File: config.mk
export PLATFORM = sky130hd
export DESIGN_NAME = batrider_cen_sched
export DESIGN_NICKNAME = d
export VERILOG_FILES = /design/src/rtl/batrider_cen_pkg.sv /design/src/rtl/batrider_cen_chan.sv /design/src/rtl/batrider_cen_sched.sv
export SDC_FILE = /design/constraint.sdc
export NUM_CORES = 1
export LEC_CHECK = 0
export CORE_ASPECT_RATIO = 1.75
export CORE_MARGIN = 4
export CORE_UTILIZATION = 40
export DETAILED_ROUTE_END_ITERATION = 8
export PLACE_DENSITY = 0.56
export RECOVER_POWER = 25
export SKIP_LAST_GASP = 1
export SYNTH_ARGS = -nofsm -noshare
export SYNTH_HDL_FRONTEND = slang
export SYNTH_SLANG_ARGS = --single-unit
File: constraint.sdc
create_clock -name CLK96 -period 11.69 [get_ports CLK96]
set_clock_uncertainty 0.05 [all_clocks]
set_input_delay 2.338 -clock CLK96 [delete_from_list [all_inputs] [get_ports CLK96]]
set_output_delay 2.338 -clock CLK96 [all_outputs]
set_load 0.03 [all_outputs]
File: src/rtl/batrider_cen_pkg.sv
// Shared types, defaults and config validity rule for the Batrider clock-enable scheduler.
package batrider_cen_pkg;

  localparam int NCH = 6;
  localparam int W   = 10;

  localparam int CH_YM    = 0;
  localparam int CH_GP    = 1;
  localparam int CH_GP2X  = 2;
  localparam int CH_Z80   = 3;
  localparam int CH_OKI   = 4;
  localparam int CH_SPARE = 5;

  typedef logic [W-1:0] nm_t;

  // Indexed by the CH_* constants above; the spare channel powers up disabled.
  localparam nm_t DEF_N [NCH] = '{10'd1,  10'd9,   10'd9,  10'd1,  10'd1,  10'd0};
  localparam nm_t DEF_M [NCH] = '{10'd24, 10'd128, 10'd64, 10'd18, 10'd30, 10'd1};

  typedef struct packed {
    logic [2:0] ch;
    nm_t        n;
    nm_t        m;
  } cfg_t;

  function automatic logic cfg_is_valid(input cfg_t c);
    logic [W:0] two_n;
    two_n = {c.n, 1'b0};
    return (int'(c.ch) < NCH) &&
           ((c.n == '0) || ((c.m >= nm_t'(2)) && (two_n <= {1'b0, c.m})));
  endfunction

endpackage

File: src/rtl/batrider_cen_chan.sv
// One fractional n/m clock-enable channel: accumulator plus registered CEN/CENB pulses.
module batrider_cen_chan
  import batrider_cen_pkg::*;
(
  input  logic         clk,
  input  logic         rst_n,
  input  logic [W-1:0] n,
  input  logic [W-1:0] m,
  input  logic         advance,
  input  logic         load_zero,
  output logic         wrap,
  output logic         cen,
  output logic         cenb
);

  logic [W:0] acc_q, acc_d;
  logic [W:0] sum, half;
  logic       cen_q, cen_d;
  logic       cenb_q, cenb_d;

  // wrap is exposed so the parent can land a reconfiguration exactly on a period boundary.
  always_comb begin
    sum    = acc_q + {1'b0, n};
    half   = {2'b00, m[W-1:1]};
    acc_d  = acc_q;
    cen_d  = 1'b0;
    cenb_d = 1'b0;
    wrap   = 1'b0;
    if (n == '0) begin
      acc_d = '0;
    end else if (advance) begin
      if (sum >= {1'b0, m}) begin
        wrap  = 1'b1;
        cen_d = 1'b1;
        acc_d = sum - {1'b0, m};
      end else begin
        acc_d = sum;
        if ((acc_q < half) && (sum >= half)) begin
          cenb_d = 1'b1;
        end
      end
    end
    if (load_zero) begin
      acc_d = '0;
    end
  end

  always_ff @(posedge clk or negedge rst_n) begin
    if (!rst_n) begin
      acc_q  <= '0;
      cen_q  <= 1'b0;
      cenb_q <= 1'b0;
    end else begin
      acc_q  <= acc_d;
      cen_q  <= cen_d;
      cenb_q <= cenb_d;
    end
  end

  assign cen  = cen_q;
  assign cenb = cenb_q;

endmodule

File: src/rtl/batrider_cen_sched.sv
// Batrider clock-enable scheduler: NCH fractional channels, half-rate CEN_DIV,
// a one-deep shadow slot for runtime n/m updates, and global pause/step.
module batrider_cen_sched
  import batrider_cen_pkg::*;
#(
  parameter int DIV_SRC = CH_YM
)
(
  input  logic           CLK96,
  input  logic           RESET_N,
  input  logic           cfg_valid,
  output logic           cfg_ready,
  input  logic [2:0]     cfg_ch,
  input  logic [W-1:0]   cfg_n,
  input  logic [W-1:0]   cfg_m,
  output logic           cfg_err,
  input  logic           pause,
  input  logic           step,
  output logic [NCH-1:0] CEN,
  output logic [NCH-1:0] CENB,
  output logic           CEN_DIV
);

  nm_t            n_q [NCH];
  nm_t            n_d [NCH];
  nm_t            m_q [NCH];
  nm_t            m_d [NCH];
  cfg_t           pend_q, pend_d;
  logic           pend_vld_q, pend_vld_d;
  logic           ready_q, ready_d;
  logic           err_q, err_d;
  logic           phase_q, phase_d;
  logic           div_q, div_d;

  cfg_t           req;
  logic           active, xfer, req_ok, apply;
  logic [NCH-1:0] wrap, load_zero;

  for (genvar g = 0; g < NCH; g++) begin : g_chan
    batrider_cen_chan u_chan (
      .clk       (CLK96),
      .rst_n     (RESET_N),
      .n         (n_q[g]),
      .m         (m_q[g]),
      .advance   (active),
      .load_zero (load_zero[g]),
      .wrap      (wrap[g]),
      .cen       (CEN[g]),
      .cenb      (CENB[g])
    );
  end

  // An idle target or a shutdown applies at once; otherwise wait for the target's wrap
  // so the running period finishes with its old n/m.
  always_comb begin
    active    = !pause || step;
    req.ch    = cfg_ch;
    req.n     = cfg_n;
    req.m     = cfg_m;
    req_ok    = cfg_is_valid(req);
    xfer      = cfg_valid && ready_q;
    apply     = 1'b0;
    load_zero = '0;
    for (int i = 0; i < NCH; i++) begin
      n_d[i] = n_q[i];
      m_d[i] = m_q[i];
      if (pend_vld_q && active && (pend_q.ch == 3'(i)) &&
          ((n_q[i] == '0) || (pend_q.n == '0) || wrap[i])) begin
        apply        = 1'b1;
        load_zero[i] = 1'b1;
        n_d[i]       = pend_q.n;
        m_d[i]       = pend_q.m;
      end
    end
  end

  always_comb begin
    pend_d     = pend_q;
    pend_vld_d = pend_vld_q;
    if (apply) begin
      pend_vld_d = 1'b0;
    end
    if (xfer && req_ok) begin
      pend_d     = req;
      pend_vld_d = 1'b1;
    end
    ready_d = !pend_vld_q && !(xfer && req_ok);
    err_d   = xfer && !req_ok;
    phase_d = phase_q ^ wrap[DIV_SRC];
    div_d   = wrap[DIV_SRC] && phase_q;
  end

  always_ff @(posedge CLK96 or negedge RESET_N) begin
    if (!RESET_N) begin
      for (int i = 0; i < NCH; i++) begin
        n_q[i] <= DEF_N[i];
        m_q[i] <= DEF_M[i];
      end
      pend_q     <= '0;
      pend_vld_q <= 1'b0;
      ready_q    <= 1'b1;
      err_q      <= 1'b0;
      phase_q    <= 1'b0;
      div_q      <= 1'b0;
    end else begin
      for (int i = 0; i < NCH; i++) begin
        n_q[i] <= n_d[i];
        m_q[i] <= m_d[i];
      end
      pend_q     <= pend_d;
      pend_vld_q <= pend_vld_d;
      ready_q    <= ready_d;
      err_q      <= err_d;
      phase_q    <= phase_d;
      div_q      <= div_d;
    end
  end

  assign cfg_ready = ready_q;
  assign cfg_err   = err_q;
  assign CEN_DIV   = div_q;

endmodule

==> flow_metrics.env, run 1 <==
export IMPL_status="finished with violations"
export IMPL_failed_checks="max-capacitance violations, max-slew violations"
export IMPL_die_w_microns=164.2
export IMPL_htree_levels=1
export IMPL_synth_simple_area_share_pct=13.06
export IMPL_final_cell_mix="ha_1, dfrtp_1, nor2_1"
export IMPL_cts_root_buf="clkbuf_16"
export IMPL_ys_warn_count=0
export IMPL_worstRegToRegCells=18
export IMPL_max_freq_mhz=135.5
export IMPL_critPathMaxFanout=106
export IMPL_place_congestion=0.8938
export IMPL_rsz0062_at_grt="false"
export IMPL_cts_resized_gates=0
export IMPL_synth_edf_count=0
export IMPL_final_nets=2081
export IMPL_required_ns=10.83
export IMPL_synth_nets=2049
export IMPL_grt_pass1_vias=13932
export IMPL_synth_adder_area_share_pct=18.40
export IMPL_cpPeakStageDelay_ns=4.06
export IMPL_grt_max_degree=107
export IMPL_post_cts_buffers=0
export IMPL_drive_gt1_share_pct=11.99
export IMPL_synth_cells=1777
export IMPL_gr_total_overflow=0
export IMPL_final_common_cell="ha_1"
export IMPL_placed_cells=2338
export IMPL_cts_hold_buf=0
export IMPL_cpMaxStageDelayCell="clkbuf_1"
export IMPL_startpoint_type="input port"
export IMPL_wirelength_microns=48060
export IMPL_viasPerCell=5.653
export IMPL_synthFlopType="dfrtp_1"
export IMPL_worstPathArrival_ns=6.52
export IMPL_hold_path_class="flop to flop"
export IMPL_setup_viol=0
export IMPL_path_delay_family="buffers and inverters"
export IMPL_dieArea_sq_mm=0.04620
export IMPL_antenna_found_initial=4
export IMPL_avgSynthCellArea_sq_um=9.612
export IMPL_critical_path_class="input port to async pin"
export IMPL_yosysUniqueCellTypes=72
export IMPL_io_buffers=42
export IMPL_tightest_slew_ns=5.943
export IMPL_hold_viol=0
export IMPL_grt_busiest_layer="met2"
export IMPL_multi_input_area_sq_mm=0.01078
export IMPL_postSynth_asyncResetShare_pct=100.0
export IMPL_clock_latency_ns=0.55
export IMPL_max_slew_margin_pct=-296.2
export IMPL_path_buf_inv=1
export IMPL_num_rows=99
export IMPL_drtIter0Drc=610
export IMPL_holdPathStages=1
export IMPL_synthXorXnorAreaFrac_pct=4.000
export IMPL_fin_hold_ws_ns=0.4351
export IMPL_nFillCells=4037
export IMPL_synth_area_sq_mm=0.01708
export IMPL_yosysSeqAreaShare_pct=33.25
export IMPL_ant_nets=0
export IMPL_clock_sinks=226
export IMPL_cts_tree="yes"
export IMPL_ys_ff_latch=226
export IMPL_instances_no_fill=2385
export IMPL_finalMaxSlewViolations=107
export IMPL_period_minus_slack_ns=7.380
export IMPL_drt_pass1_iter_count=7
export IMPL_grt_first_pass_wirelength_microns=76200
export IMPL_yosys_mux_area_fraction_pct=9.479
export IMPL_ff_latch_area_sq_mm=0.005679
export IMPL_die_y_microns=281.4
export IMPL_clk_pin_slew_ns=0.07
export IMPL_setup_tns_ns=0
export IMPL_cts_buffers=24
export IMPL_timing_final_crit_share_pct=63.13
export IMPL_met1_usage_pct=23.50
export IMPL_synth_top_family_by_area="adder cells"
export IMPL_cp_cell_sequence="clkbuf_1"
export IMPL_ioPinCount=43
export IMPL_clock_path_buffers=3
export IMPL_synth_compound_area_share_pct=17.96
export IMPL_end_kind="async pin"
export IMPL_detailroute_via_count=13482
export IMPL_crit_cells=1
export IMPL_grtUsageMet2_pct=40.25
export IMPL_area_growth_pct=10.56
export IMPL_initial_utilization_pct=40.68
export IMPL_dp_hpwl_microns=36730
export IMPL_core_sq_mm=0.04199
export IMPL_met3_usage_pct=2.238
export IMPL_route_detailed_wl_per_inst_microns=20.15
export IMPL_drc=0
export IMPL_grtUsageTotal_pct=20.96
export IMPL_drv_cap=1
-- per-stage QoR --
| step | instance area [sq um] | worst slack, ns | utilization (%) |
|---|---|---|---|
| 2_1_floorplan | 17080 | 7.177 | - |
| 3_3_place_gp | 18100 | 5.880 | 43.09 |
| 3_5_place_dp | 18100 | 5.822 | 43.09 |
| 4_1_cts | 18890 | 6.286 | 44.98 |
| 5_1_grt | 18880 | 3.080 | 44.96 |
| 6_report | 18880 | 4.310 | 44.97 |
-- sequential cells by signal (all words and copies together) (netlist names), 6 cells and up --
signal,flops
g_chan.u_chan.acc_q,66
g_chan.u_chan.cenb,6
g_chan.u_chan.cen,6
m_q,60
n_q,60
pend_q,23
-- worst reg2reg max path: stages, from the launching register on --
cell,delay (ns)
dfstp_2,0.54
ha_1,0.15
inv_1,0.06
fa_1,0.40
nor2b_1,0.16
o31a_1,0.20
o21a_1,0.13
nor2_1,0.04
xnor2_1,0.28
ha_1,0.36
a21o_1,0.19
a211oi_1,0.23
nor2_1,0.10
a311oi_1,0.50
nand3_1,0.68
o311ai_4,0.48
buf_4,0.36
nand2_1,0.27
o2bb2ai_1,0.22
-- layout make-up --
class,count,area share [%]
Timing Repair Buffer,58,2.829
Tap cell,555,3.677
Clock buffer,31,3.538
Sequential cell,226,30.08
Clock inverter,13,0.6494
Inverter,105,2.087
Antenna cell,3,0.03976
Multi-Input combinational cell,1394,57.10
-- kinds of logic after synthesis --
group / count (synthesis)
AND/OR/NAND/NOR: 463
AO/OA/AOI/OAI: 462
adder cells (fa/ha/maj): 244
flip-flops: 226
buffers and inverters: 157
multiplexers: 147
XOR/XNOR: 78
-- metal layers --
layer / up-vias / part of all wire, %
li1: 6557 / -
met1: 6575 / 39
met2: 252 / 55
met3: 96 / 3.3
met4: 2 / 3.3
met5: - / 0.037
-- path summary, 6_finish.rpt --
path                            startpoint  slack (ns)                        end
worst max-delay path               RESET_N        4.31                  pend_q[7]
max in group CLK96                 n_q[40]        6.21  g_chan[1].u_chan.acc_q[3]
worst min register to register  pend_vld_q        0.44                  cfg_ready
worst min-delay path            pend_vld_q        0.44                  cfg_ready
worst max register to register     n_q[40]        6.21  g_chan[1].u_chan.acc_q[3]
min in group asynchronous          RESET_N        3.93                    CEN_DIV
-- cells in the mapped netlist (all sizes together) (31+ instances only) --
cell	number	area share (%)
a21o	55	2.4
nor2b	31	1.1
mux2	118	7.8
nor2	144	3.2
nor3	33	0.97
nand2	115	2.5
o21ai	118	3.5
a21oi	95	2.8
xnor2	56	2.9
inv	105	2.3
dfrtp	207	30
ha	232	17
nand2b	31	1.1
a211oi	42	1.9
clkbuf	32	0.70
Power of run 1 is not shown: default switching activity piles up to over one toggle a cycle in this logic, so the estimate is an artifact.
==> run 2: changes to the inputs <==
==> constraint.sdc (replaced) <==
create_clock -name CLK96 -period 7.2 [get_ports CLK96]
set_clock_uncertainty 0.05 [all_clocks]
set_input_delay 1.44 -clock CLK96 [delete_from_list [all_inputs] [get_ports CLK96]]
set_output_delay 1.44 -clock CLK96 [all_outputs]
set_load 0.03 [all_outputs]
==> flow_metrics.env, run 2 (same netlist as run 1, synthesis figures left out) <==
export IMPL_wirelength_microns=47980
export IMPL_drt_pass1_iter_count=5
export IMPL_hold_viol=0
export IMPL_cts_tree="yes"
export IMPL_area_growth_pct=10.84
export IMPL_dieArea_sq_mm=0.04620
export IMPL_route_detailed_wl_per_inst_microns=20.15
export IMPL_fin_area_sq_mm=0.01893
export IMPL_cts_root_buf="clkbuf_16"
export IMPL_clock_sinks=226
export IMPL_period_minus_slack_ns=5.146
export IMPL_ioPinCount=43
export IMPL_max_slew_margin_pct=-131.0
export IMPL_path_buf_inv=2
export IMPL_largestRegisters="g_chan.u_chan.acc_q: 66 flops, m_q: 60 flops, n_q: 60 flops"
export IMPL_dp_hpwl_microns=36820
export IMPL_max_freq_mhz=194.3
export IMPL_final_cell_mix="ha_1, dfrtp_1, nor2_1"
export IMPL_rsz0062_at_grt="false"
export IMPL_viasPerCell=5.670
export IMPL_cpMaxStageDelayCell="o31ai_4"
export IMPL_largest_register_ff_count=66
export IMPL_drc=0
export IMPL_die_w_microns=164.2
export IMPL_htree_levels=1
export IMPL_clock_path_buffers=3
export IMPL_drv_cap=1
export IMPL_clk_pin_slew_ns=0.06
export IMPL_cp_cell_sequence="ha_1, inv_1, fa_1, nor2b_1, o31a_1, o21ai_0, nand2b_1, a31oi_1, xnor2_1, ha_1, a21oi_1, nor2b_1, o21bai_1, a21boi_0, a211o_1, o31ai_4, buf_4, mux2_2"
export IMPL_drtIter0Drc=590
export IMPL_antenna_found_initial=0
export IMPL_finalMaxSlewViolations=136
export IMPL_detailroute_via_count=13500
export IMPL_io_buffers=42
export IMPL_gr_total_overflow=0
export IMPL_num_rows=99
export IMPL_status="finished with violations"
export IMPL_crit_start="n_q[30]"
export IMPL_final_nets=2081
export IMPL_ant_nets=0
export IMPL_end_kind="flop"
export IMPL_grt_pass1_vias=14022
export IMPL_cts_buffers=24
export IMPL_post_cts_buffers=0
export IMPL_worstPathArrival_ns=5.52
export IMPL_cts_hold_buf=0
export IMPL_required_ns=7.58
export IMPL_instances_no_fill=2381
export IMPL_antennaDiodeCount=0
export IMPL_critical_path_class="flop to flop"
export IMPL_setup_viol=0
export IMPL_clock_latency_ns=0.54
export IMPL_core_sq_mm=0.04199
export IMPL_path_delay_family="compound AO/OA/AOI/OAI gates"
export IMPL_critPathMaxFanout=17
export IMPL_cpPeakStageDelay_ns=0.71
export IMPL_place_area_sq_mm=0.01811
export IMPL_timing_final_crit_share_pct=71.47
export IMPL_r2r_start="n_q[30]"
export IMPL_final_common_cell="ha_1"
export IMPL_worstHoldStart="pend_vld_q"
export IMPL_nFillCells=4046
export IMPL_startpoint_type="flop"
export IMPL_grt_first_pass_wirelength_microns=76830
export IMPL_tightest_slew_ns=3.464
export IMPL_grtUsageTotal_pct=21.07
export IMPL_placed_cells=2338
export IMPL_setup_tns_ns=0
export IMPL_cts_resized_gates=0
export IMPL_hold_path_class="flop to flop"
export IMPL_fin_hold_ws_ns=0.3899
export IMPL_grt_max_degree=136
export IMPL_drive_gt1_share_pct=11.94
export IMPL_failed_checks="max-capacitance violations, max-slew violations"
export IMPL_die_y_microns=281.4
export IMPL_place_congestion=0.8760
export IMPL_initial_utilization_pct=40.68
export IMPL_regMostFlops="g_chan.u_chan.acc_q"
[run 2: cell types whose count changed in the layout (fill, tap and decap cells not counted), sizes merged]
| cell | change |
|---|---|
| inv | -6 |
| bufinv | +3 |
| diode | -3 |
| clkbuf | +2 |
[run 2: layer usage]
| metal | part of all wire (%) | GRT usage [%] |
|---|---|---|
| met2 | 55 | 40.77 |
| met1 | 39 | 23.51 |
| met5 | 0 | 0 |
| met3 | 2.9 | 2.106 |
| met4 | 3.7 | 7.533 |
[run 2: stage by stage]
stage | setup WS [ns] | util, %
final | 2.055 | 45.09
after global routing | 1.577 | 45.09
after CTS | 2.061 | 45.12
after detailed placement | 2.095 | 43.12
after global placement | 2.161 | 43.12
after floorplan | 2.847 | -
[run 2: area by class of cell]
cell class | instances | area (sq um) | area share (%)
Inverter | 105 | 394.1 | 2.082
Clock buffer | 33 | 685.7 | 3.622
Tap cell | 555 | 694.4 | 3.668
Multi-Input combinational cell | 1394 | 10780 | 56.96
Clock inverter | 10 | 152.6 | 0.8063
Timing Repair Buffer | 58 | 543.0 | 2.868
Sequential cell | 226 | 5679 | 30.00
[run 2: worst paths after layout]
path	end	cells past startpoint	slack, ns
max	m_q[34]	18	2.05
min	cfg_ready	1	0.39
max reg2reg	m_q[34]	18	2.05
max in group asynchronous	g_chan[5].u_chan.acc_q[4]	2	2.33
min in group asynchronous	g_chan[0].u_chan.cenb	1	0.82
min reg2reg	cfg_ready	1	0.39
Power of run 2 is left out for the same reason.
